$ cat src/rtl/mprj_xfer_arb.sv
// Round-robin arbiter granting the serial io loader to the management core (req[0]) or housekeeping SPI (req[1]).
// Optional transfer watchdog enabled by defining MPRJ_XFER_TIMEOUT_EN.
module mprj_xfer_arb #(
    parameter int                   TIMEOUT_W = 32'sd12,
    parameter logic [TIMEOUT_W-1:0] TIMEOUT   = 12'd2000
) (
    input  logic       clk,
    input  logic       resetn,
    input  logic [1:0] req,
    output logic [1:0] gnt,
    output logic [1:0] done,
    output logic [1:0] err,
    output logic       src_sel,
    output logic       xfer_start,
    input  logic       loader_busy
);

    typedef enum logic [2:0] {
        S_IDLE      = 3'd0,
        S_START     = 3'd1,
        S_WAIT_BUSY = 3'd2,
        S_WAIT_DONE = 3'd3,
        S_ACK       = 3'd4
    } state_t;

    state_t     r_state;
    logic       r_owner;
    logic       r_last;
    logic       r_xfer_start;
    logic [1:0] r_gnt;
    logic [1:0] r_done;
    logic [1:0] r_err;

    logic       w_pick;
    logic       w_arb_go;
    logic       w_expired;

    function automatic logic [1:0] f_onehot(input logic idx);
        f_onehot = idx ? 2'b10 : 2'b01;
    endfunction

    // A busy loader in IDLE belongs to someone else's transfer, so hold off arbitration.
    assign w_arb_go = (req != 2'b00) && !loader_busy;

    // Round-robin pick: on a tie the requester not granted last time wins.
    always_comb begin
        w_pick = 1'b0;
        case (req)
            2'b01:   w_pick = 1'b0;
            2'b10:   w_pick = 1'b1;
            2'b11:   w_pick = ~r_last;
            default: w_pick = 1'b0;
        endcase
    end

`ifdef MPRJ_XFER_TIMEOUT_EN
    logic [TIMEOUT_W-1:0] r_wdog;
    logic [TIMEOUT_W-1:0] w_wdog_next;
    logic                 w_waiting;

    assign w_waiting   = (r_state == S_WAIT_BUSY) || (r_state == S_WAIT_DONE);
    assign w_wdog_next = r_wdog + TIMEOUT_W'(1'b1);
    assign w_expired   = w_waiting && (w_wdog_next == TIMEOUT);

    // Watchdog: cleared on the way into WAIT_BUSY, counts every cycle spent waiting on the loader.
    always_ff @(posedge clk or negedge resetn) begin
        if (!resetn) begin
            r_wdog <= {TIMEOUT_W{1'b0}};
        end else if (r_state == S_START) begin
            r_wdog <= {TIMEOUT_W{1'b0}};
        end else if (w_waiting) begin
            r_wdog <= w_wdog_next;
        end else begin
            r_wdog <= r_wdog;
        end
    end
`else
    logic w_unused_timeout;

    assign w_unused_timeout = ^TIMEOUT;
    assign w_expired        = 1'b0;
`endif

    // Transfer FSM; all outputs are registered and change only on state transitions.
    always_ff @(posedge clk or negedge resetn) begin
        if (!resetn) begin
            r_state      <= S_IDLE;
            r_owner      <= 1'b0;
            r_last       <= 1'b1;
            r_gnt        <= 2'b00;
            r_done       <= 2'b00;
            r_err        <= 2'b00;
            r_xfer_start <= 1'b0;
        end else begin
            r_xfer_start <= 1'b0;
            r_done       <= 2'b00;
            r_err        <= 2'b00;
            case (r_state)
                S_IDLE: begin
                    if (w_arb_go) begin
                        r_state      <= S_START;
                        r_owner      <= w_pick;
                        r_gnt        <= f_onehot(w_pick);
                        r_xfer_start <= 1'b1;
                    end else begin
                        r_state <= S_IDLE;
                    end
                end
                S_START: begin
                    r_state <= S_WAIT_BUSY;
                end
                S_WAIT_BUSY: begin
                    if (w_expired) begin
                        r_state <= S_ACK;
                        r_done  <= f_onehot(r_owner);
                        r_err   <= f_onehot(r_owner);
                    end else if (loader_busy) begin
                        r_state <= S_WAIT_DONE;
                    end else begin
                        r_state <= S_WAIT_BUSY;
                    end
                end
                S_WAIT_DONE: begin
                    if (!loader_busy) begin
                        r_state <= S_ACK;
                        r_done  <= f_onehot(r_owner);
                    end else if (w_expired) begin
                        r_state <= S_ACK;
                        r_done  <= f_onehot(r_owner);
                        r_err   <= f_onehot(r_owner);
                    end else begin
                        r_state <= S_WAIT_DONE;
                    end
                end
                S_ACK: begin
                    r_state <= S_IDLE;
                    r_gnt   <= 2'b00;
                    r_last  <= r_owner;
                end
                default: begin
                    r_state <= S_IDLE;
                    r_gnt   <= 2'b00;
                end
            endcase
        end
    end

    assign gnt        = r_gnt;
    assign done       = r_done;
    assign err        = r_err;
    assign src_sel    = r_owner;
    assign xfer_start = r_xfer_start;

endmodule

$ cat config.mk
export PLATFORM = sky130hd
export DESIGN_NAME = mprj_xfer_arb
export DESIGN_NICKNAME = d
export VERILOG_FILES = /design/src/rtl/mprj_xfer_arb.sv
export SDC_FILE = /design/constraint.sdc
export NUM_CORES = 1
export LEC_CHECK = 0
export CAP_MARGIN = 20
export CORE_AREA = 2 2 39 41
export DETAILED_ROUTE_END_ITERATION = 6
export DIE_AREA = 0 0 41 43
export GPL_TIMING_DRIVEN = 0
export MAX_ROUTING_LAYER = met4
export PLACE_DENSITY = 0.56
export SKIP_CTS_REPAIR_TIMING = 1
export SLEW_MARGIN = 10
export SYNTH_ARGS = -nofsm -noshare
export SYNTH_HDL_FRONTEND = slang
export SYNTH_SLANG_ARGS = --single-unit
export TNS_END_PERCENT = 50
$ cat constraint.sdc
create_clock -name clk -period 2.2 [get_ports clk]
set_clock_uncertainty 0.15 [all_clocks]
set_input_delay 0.22 -clock clk [delete_from_list [all_inputs] [get_ports clk]]
set_output_delay 0.22 -clock clk [all_outputs]
set_load 0.01 [all_outputs]
==> impl_metrics.csv, run 1 <==
group,metric,value,unit
min_path,hp-class,"in2async",
synthesis,synth.avg_cell_area,11.9,µm²
synthesis,syn-instance-count,36,
sta,drv_slew,0,
floorplanning,core,1380,µm²
synthesis,ys_ff_latch,10,
cts,cts_tree,"built",
power,power.density,1180,nW/µm²
synthesis,syn_area,428,µm²
routing,post_drt_wl_per_cell,10.4,µm
routing,wl,694,µm
synthesis,yosys_warnings,0,
cts,cts_max_path_buffers,2,
cells_and_area,fill_cells,140,
critical_path,cp.arrival,1.59,ns
sta,hold_viol,0,
critical_path,cp.required,2.20,ns
power,p_leak,0.258,nW
global_routing,grt_pass1_wl,1.19,mm
cells_and_area,antenna_cells,0,
global_routing,antenna_found_initial,0,
synthesis,synth_cell_types,21,
cts,cts_sinks,10,
job,cap_violations,0,
global_routing,grt_max_degree,11,
floorplanning,start_util,30.9,%
critical_path,worstSetupStartpointType,"input port",
place,io_buffers,10,
critical_path,worst_setup_path_end_kind,"register",
critical_path,path_class,"in2reg",
cts,worstSkewPairLatency,0.26,ns
cells_and_area,layout-drive-gt1-share,21.6,%
routing,vias,293,
cells_and_area,postLayoutCellArea,588,µm²
cts,path_clk_slew,0.07,ns
sta,setup-tns-final,0,ns
cells_and_area,synthToLayoutAreaGrowth,37.4,%
place,dp_hpwl,510,µm
cells_and_area,fin_nets,57,
floorplanning,pin_count,13,
place,place_area,552,µm²
cts,htreeDepth,1,
global_routing,overflow,0,
sta,post-route-min-period,1.59,ns
power,p_total,0.000695,W
power,vdd_drop_max,564,µV
sta,max_freq,629,MHz
cts,numCtsBuffers,3,
floorplanning,die_area,1760,µm²
floorplanning,dieHeight,43,µm
sta,setup_violations,0,
synthesis,seq_area_frac_synth,58.8,%
run_status,outcome,"finished clean",
routing,remaining_drc_errors,0,
sta,period_share,72.3,%
routing,ant_nets,0,
cts,cts_root_buffer,"clkbuf_4",
floorplanning,die_w,41,µm
critical_path,worst-path-max-fanout,6,
floorplanning,num_rows,14,
routing,drtPass1Iterations,4,
global_routing,grt_use_total,10.6,%
routing,drtIter0Drc,5,
place,globalplace.congestion,0.783,
routing,vias_per_cell,4.37,
sta,rsz0062_at_grt,"false",
global_routing,grt_pass1_vias,280,
sequential cells by signal, indices dropped and copies added, names as in the netlist:
name        cells
r_last          1
xfer_start      1
done            2
gnt             2
r_state         3
src_sel         1
worst max-delay path: stages:
cell and delay, ns:
clkdlybuf4s50_1 0.49, or3_4 0.40, nor3_4 0.14, mux2_1 0.33
path summary, 6_finish.rpt:
kind | startpoint | end | slack [ns] | cells after the start
min in group clk | src_sel | done[0] | 0.36 | 1
min reg2reg | src_sel | done[0] | 0.36 | 1
max reg2reg | r_state[0] | src_sel | 0.63 | 3
max | loader_busy | src_sel | 0.61 | 4
min | resetn | r_state[2] | 0.12 | 1
max in group asynchronous | resetn | r_last | 1.45 | 1
metal layers:
layer / up-vias / track usage (%) / wire (µm)
met3: 2 / 6.28 / 58
met5: - / - / 0
li1: 152 / - / -
met4: 0 / 6.00 / 8
met2: 10 / 13.1 / 286
met1: 129 / 13.0 / 341
logic make-up (layout without fill, tap and decap cells):
| kind of cell | Yosys count | after routing | synth area share, % |
|---|---|---|---|
| muxes | 2 | 2 | 5.26 |
| and+or+nand+nor | 15 | 15 | 22.5 |
| buffers and inverters | 3 | 17 | 4.68 |
| other | 1 | 2 | 0.876 |
| DFF | 10 | 10 | 58.8 |
| AOI/OAI and AO/OA | 5 | 5 | 7.89 |
synth_stat cells:
master     instances  area share, %
nor3_4             1            3.8
a2bb2oi_1          1            2.0
mux2_1             2            5.3
o21ai_1            1            1.2
conb_1             1           0.88
nand3b_1           1            1.8
buf_4              2            3.5
nor2_2             1            1.5
and3b_1            1            2.0
nor4_1             1            1.5
nor2_1             3            2.6
dfstp_2            1            6.1
or3_4              1            2.6
o21bai_1           1            1.8
dfrtp_1            9             53
and2_1             1            1.5
nand2_1            2            1.8
a21boi_1           1            1.8
clkbuf_2           1            1.2
nor3_1             3            3.5
a21oi_1            1            1.2
metrics by stage:
step	setup slack (ns)	hold slack, ns	instances	util [%]
floorplan	0.683	-0.226	37	-
global placement	0.330	0.351	63	39.9
detailed placement	0.313	0.350	63	39.9
CTS	0.603	0.124	67	42.5
global route	0.546	0.153	67	42.5
finish	0.610	0.115	67	42.5
where the power goes:
part | internal, W | total, W | switching [W]
Sequential | 0.000255 | 0.000299 | 0.0000439
Clock | 0.000101 | 0.000165 | 0.0000641
Combinational | 0.000131 | 0.000232 | 0.000101
layout by cell type (no fill, tap or decap):
master           synthesis  routed
a21boi_1                 1       1
a21oi_1                  1       1
a2bb2oi_1                1       1
and2_1                   1       1
and3b_1                  1       1
buf_4                    2       2
clkbuf_2                 1       1
clkbuf_4                 0       3
clkbuf_8                 0       1
clkdlybuf4s50_1          0      10
conb_1                   1       2
dfrtp_1                  9       9
dfstp_2                  1       1
mux2_1                   2       2
nand2_1                  2       2
nand3b_1                 1       1
nor2_1                   3       3
nor2_2                   1       1
nor3_1                   3       3
nor3_4                   1       1
nor4_1                   1       1
o21ai_1                  1       1
o21bai_1                 1       1
or3_4                    1       1
cell type report:
type,instances,area (µm²),share of cell area (%)
Tap cell,16,20.0,3.40
Multi-Input combinational cell,24,160,27.2
Clock buffer,4,36.3,6.17
Timing Repair Buffer,10,100,17.0
Buffer,3,20.0,3.40
Sequential cell,10,251,42.8
Note: power is estimated with default switching activity, not from simulation.
==> run 2, diff against run 1 <==
- clock period: 2.2 -> 1.6 ns (I/O delays scaled with it)
==> impl_metrics.csv, run 2 (synthesis results as in run 1) <==
group,metric,value,unit
run_status,outcome,"finished clean",
power,power.density,1650,nW/µm²
cells_and_area,final_cell_mix,"clkdlybuf4s50_1 (10), dfrtp_1 (9), buf_4 (4)",
global_routing,grt_max_degree,11,
min_path,hp-class,"in2async",
critical_path,path_class,"reg2reg",
critical_path,critPathLaunch,"r_state[1]",
power,vdd_drop_max,778,µV
cells_and_area,largest_reg_flops,3,
critical_path,cp.arrival,1.55,ns
global_routing,grt_use_total,10.6,%
place,globalplace.congestion,0.783,
cts,numCtsBuffers,3,
cells_and_area,final_common_cell,"clkdlybuf4s50_1",
job,cap_violations,0,
sta,setup-tns-final,0,ns
cts,cts_sinks,10,
cts,cts_root_buffer,"clkbuf_4",
floorplanning,dieHeight,43,µm
cells_and_area,antenna_cells,0,
cells_and_area,final_cells,69,
routing,drtPass1Iterations,4,
sta,hold_viol,0,
cells_and_area,synthToLayoutAreaGrowth,40.9,%
global_routing,gr-usage-met2,13.1,%
cells_and_area,postLayoutCellArea,603,µm²
cts,htreeDepth,1,
routing,vias,305,
place,io_buffers,10,
power,p_total,0.000994,W
global_routing,antenna_found_initial,0,
global_routing,grt.busiest_layer,"met2",
floorplanning,pin_count,13,
sta,post-route-min-period,1.55,ns
routing,drtIter0Drc,2,
sta,rsz0062_at_grt,"false",
sta,setup_violations,0,
routing,post_drt_wl_per_cell,10.4,µm
cts,cts_max_path_buffers,2,
cts,cts_tree,"built",
routing,wl,720,µm
routing,remaining_drc_errors,0,
critical_path,reg2reg_depth,3,
place,dp_hpwl,510,µm
critical_path,endpoint,"src_sel",
cells_and_area,fin_nets,59,
critical_path,rr_startpoint,"r_state[1]",
place,dpl.cell_count,63,
routing,ant_nets,0,
global_routing,grt_pass1_vias,280,
sta,post-route-worst-setup-slack,0.0506,ns
global_routing,grtUsageMet1,13.0,%
routing,vias_per_cell,4.42,
critical_path,reg2reg_to,"src_sel",
floorplanning,die_w,41,µm
cells_and_area,layout-drive-gt1-share,24.5,%
cells_and_area,largest-register,"r_state",
floorplanning,die_area,1760,µm²
cts,worstSkewPairLatency,0.26,ns
global_routing,grt_pass1_wl,1.19,mm
critical_path,worst-path-max-fanout,4,
critical_path,cp.required,1.60,ns
global_routing,use_met3,6.28,%
global_routing,overflow,0,
critical_path,worstSetupStartpointType,"register",
critical_path,worst_setup_path_end_kind,"register",
critical_path,rrSetupSlack,0.05,ns
sta,max_freq,645,MHz
sta,drv_slew,0,
power,p_leak,0.268,nW
floorplanning,core,1380,µm²
floorplanning,num_rows,14,
cts,path_clk_slew,0.07,ns
floorplanning,start_util,30.9,%
place,place_area,552,µm²
place,pre_cts_ws,-0.227,ns
sta,period_share,96.8,%
run 2: changes by cell type in the layout (fill, tap and decap cells not counted):
cell	change
buf_4	+2
run 2: worst min path at each step:
stage                      end  depth (start not counted)   start
global route        r_state[2]                          1  resetn
detailed placement     done[0]                          1  resetn
global placement       done[0]                          1  resetn
finish              r_state[2]                          1  resetn
floorplan              done[0]                          0  resetn
CTS                    done[0]                          1  resetn
run 2: power breakdown:
group | internal (W) | total (W) | leakage, nW | switching (W)
logic | 0.000208 | 0.000364 | 0.121 | 0.000156
clock network | 0.000138 | 0.000227 | 0.0210 | 0.0000890
registers | 0.000351 | 0.000403 | 0.126 | 0.0000517
total | 0.000697 | 0.000994 | 0.268 | 0.000297
run 2: area by class of cell:
| type | instances | area, µm² |
|---|---|---|
| fillers | 139 | 781 |
| flip-flops and latches | 10 | 251 |
| multi-input cells | 24 | 160 |
| repair buffers | 12 | 115 |
| clock buffers | 4 | 36.3 |
| plain buffers | 3 | 20.0 |
| well taps | 16 | 20.0 |
run 2: layer usage:
metal / up-vias / routed length [µm]
li1: 156 / -
met1: 137 / 341
met2: 10 / 312
met3: 2 / 58
met4: 0 / 8
met5: - / 0
run 2: critical path: stages (launching register included):
cell and delay, ns:
dfrtp_1 0.40, or3_4 0.41, nor3_4 0.14, mux2_1 0.33
run 2: per-stage QoR:
stage	utilization (%)	hold slack, ns
floorplan	-	-0.286
global placement	39.9	0.351
detailed placement	39.9	0.350
CTS	42.5	0.0641
global route	43.6	0.0932
finish	43.6	0.0565
==> run 3, diff against run 2 <==
- GPL_TIMING_DRIVEN: 0 -> 1
==> impl_metrics.csv, run 3 (synthesis results as in run 1) <==
group,metric,value,unit
critical_path,worst_setup_path_end_kind,"register",
sta,post-route-worst-setup-slack,0.0797,ns
sta,setup-tns-final,0,ns
global_routing,grt_pass1_vias,318,
floorplanning,die_w,41,µm
run_status,outcome,"finished clean",
power,power.density,1630,nW/µm²
power,p_int,0.000670,W
critical_path,critical_path.max_stage_delay,0.40,ns
cells_and_area,largest-register,"r_state",
critical_path,rrSetupSlack,0.08,ns
routing,vias,317,
power,p_total,0.000964,W
cells_and_area,antenna_cells,0,
cts,cts_max_path_buffers,2,
power,p_seq_share,42.8,%
critical_path,worstSetupStartpointType,"register",
min_path,hp-class,"in2async",
global_routing,grt_pass1_wl,1.27,mm
cells_and_area,final_cell_mix,"clkdlybuf4s50_1 (10), dfrtp_1 (9), buf_4 (4)",
floorplanning,num_rows,14,
place,io_buffers,10,
sta,setup_violations,0,
routing,wl,803,µm
global_routing,grt_max_degree,11,
cells_and_area,synthToLayoutAreaGrowth,38.3,%
cts,cts_tree,"built",
power,sw_frac_of_total,30.5,%
floorplanning,die_area,1760,µm²
cts,cts_root_buffer,"clkbuf_4",
power,switchingPower,0.000294,W
sta,drv_slew,0,
critical_path,crit_cells,3,
routing,vias_per_cell,4.66,
sta,hold_viol,0,
critical_path,path_class,"reg2reg",
cts,numCtsBuffers,3,
cells_and_area,fill_cells,144,
cells_and_area,seq_area,251,µm²
cts,cts_sinks,10,
job,cap_violations,0,
critical_path,crit_buf_inv,0,
routing,ant_nets,0,
cells_and_area,multi_input_comb_area,164,µm²
floorplanning,pin_count,13,
floorplanning,start_util,30.9,%
cts,htreeDepth,1,
sta,post-route-min-period,1.52,ns
global_routing,overflow,0,
cells_and_area,largest_reg_flops,3,
cells_and_area,final_common_cell,"clkdlybuf4s50_1",
place,globalplace.congestion,0.848,
cts,path_clk_slew,0.07,ns
critical_path,critical-path-top-delay-family,"simple AND/OR/NAND/NOR gates",
global_routing,grt_use_total,11.7,%
cells_and_area,layout-drive-gt1-share,23.1,%
power,clockPowerShare,18.3,%
floorplanning,core,1380,µm²
floorplanning,dieHeight,43,µm
critical_path,worst-path-max-fanout,2,
routing,drtIter0Drc,3,
sta,period_share,95.0,%
critical_path,critPathSlowestCell,"or3_4",
critical_path,path_cells,"or3_4, nor3_4, mux2_4",
critical_path,reg2reg_depth,3,
place,dp_hpwl,650,µm
global_routing,antenna_found_initial,0,
cts,worstSkewPairLatency,0.26,ns
power,vdd_drop_max,636,µV
power,p_leak,0.258,nW
power,combPwrFrac,38.8,%
sta,rsz0062_at_grt,"false",
routing,remaining_drc_errors,0,
critical_path,cp.required,1.59,ns
cells_and_area,fin_nets,58,
routing,drtPass1Iterations,4,
critical_path,cp.arrival,1.51,ns
sta,max_freq,658,MHz
place,pre_cts_ws,-0.112,ns
routing,post_drt_wl_per_cell,11.8,µm
==> run 3: cell count changes in the layout (fill, tap and decap cells not counted), sizes merged <==
cell,change
clkbuf,-1
==> run 3: stage by stage <==
step	utilization [%]	area, µm²	cells	hold WS [ns]
finish	42.8	592	68	0.0614
global route	42.8	592	68	0.0752
CTS	42.5	588	68	0.0663
detailed placement	40.6	562	64	0.355
global placement	40.6	562	64	0.341
floorplan	-	432	37	-0.286
==> run 3: area by class of cell <==
cell class | count | area share [%]
Sequential cell | 10 | 42.5
Multi-Input combinational cell | 24 | 27.7
Tap cell | 16 | 3.38
Clock buffer | 4 | 4.44
Timing Repair Buffer | 14 | 22.0
==> run 3: worst paths after layout <==
path,endpoint,from
hold / removal,done[1],resetn
setup reg to reg,src_sel,r_state[0]
setup / recovery,src_sel,r_state[0]
hold reg to reg,done[0],src_sel
min in group clk,done[0],src_sel
max in group asynchronous,r_last,resetn
==> run 3: power by group through the flow <==
stage	Combinational (W)	Sequential [W]	Clock, W
floorplan	0.000154	0.000432	0
detailed placement	0.000363	0.000418	0
CTS	0.000365	0.000414	0.000190
global route	0.000413	0.000428	0.000203
global placement	0.000354	0.000414	0
finish	0.000374	0.000413	0.000176
==> run 3: metal layers <==
layer  routed length, µm  vias up  global-route usage (%)
li1                    -      152                       -
met1                 312      155                    11.5
met2                 445       10                    18.8
met3                  45        0                    4.71
met4                   0        0                    6.00
met5                   0        -                       -
